<file path="config.mk">
export PLATFORM = sky130hd
export DESIGN_NAME = data_mem_responder
export DESIGN_NICKNAME = d
export VERILOG_FILES = /design/src/rtl/data_mem_responder.sv
export SDC_FILE = /design/constraint.sdc
export NUM_CORES = 2
export LEC_CHECK = 0
export CAP_MARGIN = 20
export CORE_ASPECT_RATIO = 2
export CORE_MARGIN = 2
export CORE_UTILIZATION = 25
export DETAILED_ROUTE_END_ITERATION = 7
export PLACE_DENSITY = 0.45
export SYNTH_ARGS = -nofsm -noshare
export SYNTH_HDL_FRONTEND = slang
export SYNTH_SLANG_ARGS = --single-unit
</file>
<file path="constraint.sdc">
create_clock -name clk -period 6.35 [get_ports clk]
set_input_delay 1.5875 -clock clk [delete_from_list [all_inputs] [get_ports clk]]
set_output_delay 1.5875 -clock clk [all_outputs]
set_load 0.01 [all_outputs]
</file>
<file path="src/rtl/data_mem_responder.sv">
// data_mem_responder
//   Memory-side responder for the CPU data port. Captures one load/store
//   request in IDLE, waits WAIT_CYCLES states, then performs the access and
//   pulses ready for one cycle.
//
//   Parameters:
//     ADDR_W      word-address width (RAM depth 2**ADDR_W words)
//     DATA_W      data word width
//     WAIT_CYCLES wait states before the response (0..15)
//   Ports:
//     clk              system clock, rising edge
//     rst              asynchronous reset, active low
//     req              request valid (sampled only in IDLE)
//     we               1 = store, 0 = load
//     addr             word address
//     wdata            store data
//     ready            one-cycle completion strobe
//     data_mem_to_cpu  last load result, held until the next load completes
//     busy             high while a request is in flight
module data_mem_responder #(
  parameter int ADDR_W      = 8,
  parameter int DATA_W      = 16,
  parameter int WAIT_CYCLES = 2
) (
  input  logic              clk,
  input  logic              rst,
  input  logic              req,
  input  logic              we,
  input  logic [ADDR_W-1:0] addr,
  input  logic [DATA_W-1:0] wdata,
  output logic              ready,
  output logic [DATA_W-1:0] data_mem_to_cpu,
  output logic              busy
);

  localparam logic [3:0] WAIT_INIT = 4'(WAIT_CYCLES);

  typedef enum logic [1:0] {
    S_IDLE,
    S_WAIT,
    S_RESP
  } state_t;

  state_t            state, state_nxt;
  logic [3:0]        cnt;
  logic              we_q;
  logic [ADDR_W-1:0] addr_q;
  logic [DATA_W-1:0] wdata_q;
  logic              commit;

  logic [DATA_W-1:0] mem [2**ADDR_W];

  always_ff @(posedge clk or negedge rst) begin
    if (!rst) state <= S_IDLE;
    else      state <= state_nxt;
  end

  // commit marks the WAIT->RESP edge, where the memory access happens
  always_comb begin
    state_nxt = state;
    commit    = 1'b0;
    case (state)
      S_IDLE: if (req) state_nxt = S_WAIT;
      S_WAIT: begin
        if (cnt == '0) begin
          state_nxt = S_RESP;
          commit    = 1'b1;
        end
      end
      S_RESP:  state_nxt = S_IDLE;
      default: state_nxt = S_IDLE;
    endcase
  end

  always_ff @(posedge clk or negedge rst) begin
    if (!rst) begin
      cnt             <= '0;
      we_q            <= 1'b0;
      addr_q          <= '0;
      wdata_q         <= '0;
      ready           <= 1'b0;
      data_mem_to_cpu <= '0;
    end else begin
      ready <= commit;
      if (state == S_IDLE && req) begin
        we_q    <= we;
        addr_q  <= addr;
        wdata_q <= wdata;
        cnt     <= WAIT_INIT;
      end else if (state == S_WAIT && cnt != '0) begin
        cnt <= cnt - 4'd1;
      end
      if (commit && !we_q) data_mem_to_cpu <= mem[addr_q];
    end
  end

  // RAM has no reset so contents survive it; reset forces IDLE, which
  // blocks commit, so an uncommitted store is dropped.
  always_ff @(posedge clk) begin
    if (commit && we_q) mem[addr_q] <= wdata_q;
  end

  assign busy = (state != S_IDLE);

endmodule
</file>
=== After elaboration in Yosys (flattened, before gate mapping) ===
Memory sizes are Yosys's and may differ from the RTL's. A register that Yosys moved wholly into a read port is not among the register bits.
Index checks and enable logic that the tools add are counted.

* Register bits after elaboration: 32
* RAM bits: 4096
* Bits of input ports: 28
* Output and inout port bits: 18
* Memories kept: 1

* Add/sub/neg operators: 1
* Equal/unequal tests: 3
* Mux-type cells: 9
* Reduce and logical (&&, ||, !) cells: 12

{| class="wikitable"
|+ Memory list
! name !! depth !! bits a word !! read ports !! clocked after memory_dff !! wr ports !! line !! RTL
|-
| mem || 256 || 16 || 1 || 1 || 1 || 51 || <nowiki>logic [DATA_W-1:0] mem [2**ADDR_W];</nowiki>
|}

{| class="wikitable"
|+ Operators with widths
! kind !! number
|-
| $mux 4 || 2
|-
| $logic_and 1x1->1 || 4
|-
| $logic_not 4->1 || 1
|-
| $mux 1 || 4
|-
| $mux 2 || 2
|-
| $ne 2x2->1 const B || 2
|-
| $pmux 2 s2 || 1
|-
| $reduce_bool 2->1 || 2
|-
| $reduce_bool 4->1 || 1
|-
| $sub 4x1->4 const B || 1
|-
| $eq 2x1->1 const B || 1
|-
| $logic_not 1->1 || 2
|-
| $logic_not 2->1 || 1
|-
| $reduce_and 2->1 || 1
|}

=== Depth between registers and ports, before layout ===
* Depth in word-level cells: 6
* Gate-level depth with buffers: 13
* Gate-level depth less buffers: 9

=== Worst setup path after synthesis ===
No wires, ideal clock.

* Kind: reg2reg
* Start: reg wdata_q[0]
* End: mem mem[0][0] (data pin)
* Data arrival time: 3.181 ns
* Path slack: 2.366 ns
* Cell stages (with the launch flop): 1
* Path buffers: 0
* Cells stage by stage: dfrtp_1

{| class="wikitable"
|+ RTL lines
! what !! line !! RTL
|-
| start, declared || 48 || <nowiki>logic [DATA_W-1:0] wdata_q;</nowiki>
|-
| start signal, assigned || 88 || <nowiki>wdata_q <= wdata;</nowiki>
|-
| end, declared || 51 ||
|}

No word-level cell before the write port.

==> results.tsv <==
stage	metric	value	unit
outcome	status	finished, final reports clean	
worst_hold_path	hp-class	input pin to asynchronous set/reset pin	
synth	synth_top_area_share	0.7707	
timing	hold_slack	533.7	ps
clocking	cts_buffers	340	
synth	ys.flop_type	edfxtp_1	
global_route	grt_pass1_wl	736600	µm
global_route	grt_start_max_net_pins	132	
synth	netlist_area	0.1596	mm²
global_route	antenna_found_initial	28	
timing	tightest_slew	1288	ps
synth	yosysWarnings	0	
worst_setup_path	endpoint_kind	flip-flop	
synth	synth_edf_count	4096	
timing	worst_slack	1158	ps
clocking	root_buffer	clkbuf_16	
global_route	track_usage	0.1667	
place	hpwlAfterDp	369900	µm
synth	synth_area_leader_cell	edfxtp_1	
global_route	grt_pass1_vias	82290	
die	core	0.6371	mm²
timing	rsz0062_at_grt	false	
clocking	clk_latency	950	ps
worst_setup_path	cp.arrival	6020	ps
clocking	clock_path_buffers	4	
die	initial_core_util	0.2505	
worst_setup_path	required	7180	ps
clocking	cts_sinks	4144	
synth	synth_fa_ha_area_frac	0.00007840	
timing	fin_tns_setup	0	ps
timing	fin_worst_skew	50.33	ps
clocking	clk_pin_slew_worst_paths	80	ps
cells_and_area	area_growth	15.76	%
timing	fin_crit_sh	0.8177	
clocking	postCtsResizedCells	0	
pwr	p_sw	32300	µW
worst_setup_path	start_kind	flip-flop	
route	wirelength	548700	µm
route	postRouteAntennaNets	0	
synth	synth_area_leaders	edfxtp_1, mux4_2, mux2i_1, nor2_1, dfrtp_1	
route	drt-initial-drc-count	7747	
synth	synth_compound_area_frac	0.02293	
pwr	p_leak	0.05605	µW
pwr	pwr-share-clk	0.256	
worst_setup_path	crit_type	flip-flop to flip-flop	
route	first_pass_iters	5	
route	vias_per_cell	4.746	
synth	synth_nets	7266	
synth	syn_area_per_cell	22.05	µm²
pwr	netSwitchingFraction	0.3668	
pwr	p_per_area	476.7	mW/mm²
timing	slew_violations	0	
global_route	grt-ovfl-total	0	
pwr	seqPwrFrac	0.408	
timing	hold_viol	0	
place	place_ws	1113	ps
place	gp_congestion	0.8636	
synth	synthMuxAreaShare	0.1596	
pwr	p_int	55770	µW
timing	slew-limit-headroom	0.1413	
clocking	cts_tree	yes	
run	cap_violations	0	
die	die_area	0.6452	mm²
synth	syn_inst	7237	
synth	ys_seq_elements	4144	
synth	ys_types	77	
route	drc	0	
synth	synth-simple-area-share	0.02325	
clocking	ctsHoldBuffers	0	
die	num_io_pins	46	
timing	setup_viol	0	
clocking	cts_max_level	5	
synth	synth_top_family_by_area	multiplexers	
worst_setup_path	path_max_fanout	59	
cells_and_area	fin_nets	7690	
timing	min_period	5192	ps
die	die_y	1134	µm
die	fp.dieW	569.0	µm
pwr	combPwrFrac	0.337	
clocking	post_cts_buffers	0	
route	wl_per_cell	33.63	µm
route	vias	77440	
synth	ys_seq_area_frac	0.7782	
timing	max_freq	0.1926	GHz
synth	synth_xor_area_frac	0.0001646	
pwr	peakVddDrop	381.8	µV
cells_and_area	drive_above_1_share	0.2859	
place	port_buffers	45	
die	num_rows	415	
synth	ys_async_sr_fraction	0.01158	
-- layout make-up --
| cell class | instances | area (µm²) |
|---|---|---|
| Clock inverter | 208 | 2531 |
| Antenna cell | 40 | 100.1 |
| Inverter | 7 | 33.78 |
| Sequential cell | 4144 | 124300 |
| Fill cell | 61630 | 452400 |
| Multi-Input combinational cell | 2659 | 33590 |
| Clock buffer | 410 | 8969 |
| Timing Repair Buffer | 509 | 4806 |
| Tap cell | 8340 | 10440 |
-- per-layer routing --
layer | track usage | vias to the layer above | share of wire
li1 | - | 31300 | -
met1 | 0.1670 | 42710 | 0.33
met2 | 0.3209 | 2572 | 0.55
met3 | 0.01550 | 855 | 0.039
met4 | 0.1144 | 0 | 0.082
met5 | 0 | - | 0
-- registers in the layout, summed over array words and instances, names as in the netlist --
| name | count |
|---|---|
| mem | 4096 |
| data_mem_to_cpu | 16 |
| wdata_q | 16 |
| addr_q | 8 |
| cnt | 4 |
| state | 2 |
| ready | 1 |
| we_q | 1 |
-- worst max-delay path: stages (launching register included) --
cell      delay, ps
dfrtp_4        1200
buf_12          460
buf_4           360
mux4_2          520
a311oi_1        750
o221ai_1        690
nor4_1          640
a31oi_1         160
a21o_1          180
-- power groups by stage --
stage / Clock, µW / Combinational [µW] / Sequential [µW]
after floorplan: 0 / 13600 / 37900
after global placement: 0 / 29900 / 36500
after detailed placement: 0 / 30200 / 36500
after CTS: 23000 / 30300 / 35900
after global routing: 23800 / 30400 / 35900
final: 22500 / 29700 / 35900
-- per-stage QoR --
step                utilization  instance area (µm²)  power [µW]  cells
floorplan                     -               159600       51560   7237
global placement         0.2713               172900       66390  15640
detailed placement       0.2717               173100       66740  15660
CTS                      0.2897               184600       89110  16270
global route             0.2900               184700       90110  16310
finish                   0.2900               184800       88060  16320
-- final timing paths --
path | start | to | slack, ps | cells after the start
setup / recovery | addr_q[1] | data_mem_to_cpu[8] | 1160 | 8
hold reg to reg | cnt[3] | cnt[3] | 550 | 2
hold / removal | rst | wdata_q[11] | 530 | 1
setup reg to reg | addr_q[1] | data_mem_to_cpu[8] | 1160 | 8
min in group clk | cnt[3] | cnt[3] | 550 | 2
max in group asynchronous | rst | addr_q[2] | 4540 | 2
-- synthesized netlist by cell type (18+ instances only) --
cell / n
a21oi_1: 49
a22oi_1: 79
a31oi_1: 46
a32oi_1: 67
buf_2: 148
buf_4: 109
buf_6: 28
clkbuf_1: 122
dfrtp_1: 48
edfxtp_1: 4096
mux2_2: 60
mux2i_1: 252
mux4_1: 22
mux4_2: 963
nand2_1: 304
nand3_1: 77
nor2_1: 331
nor2b_1: 21
nor3_1: 22
o21ai_0: 28
o221ai_1: 23
o22a_1: 18
o22ai_1: 95
-- layout by cell type, fill, tap and decap left out, types with 15 or more instances in the layout --
master,netlist,routed
mux2_2,60,60
buf_4,109,390
bufinv_16,0,51
a221oi_1,15,15
a21oi_1,49,46
nor2b_1,21,16
o21ai_0,28,27
a31oi_1,46,46
a32oi_1,67,66
clkinv_2,0,63
o22a_1,18,18
dfrtp_4,0,22
mux4_2,963,963
edfxtp_1,4096,4096
nor2_1,331,147
mux2i_1,252,251
clkbuf_1,122,57
nand3_1,77,77
dfrtp_1,48,24
buf_12,5,58
a22oi_1,79,79
nand4_1,16,16
clkinvlp_4,0,22
mux4_1,22,22
clkinv_1,0,46
clkdlybuf4s50_1,0,44
diode_2,0,40
nor3_1,22,22
clkbuf_16,0,346
nand2_1,304,286
o22ai_1,95,95
nand2b_1,15,15
nor2_2,0,182
o221ai_1,23,22
-- logic make-up (layout without fill, tap and decap cells) --
kind of cell,count (synthesis),after routing
compound gates,505,505
mux,1297,1297
fa+ha+maj,1,1
buf+inv,434,1134
xor+xnor,3,3
other cells,0,40
flops,4144,4144
simple gates,853,853
Power figures use the tool's default switching activity.
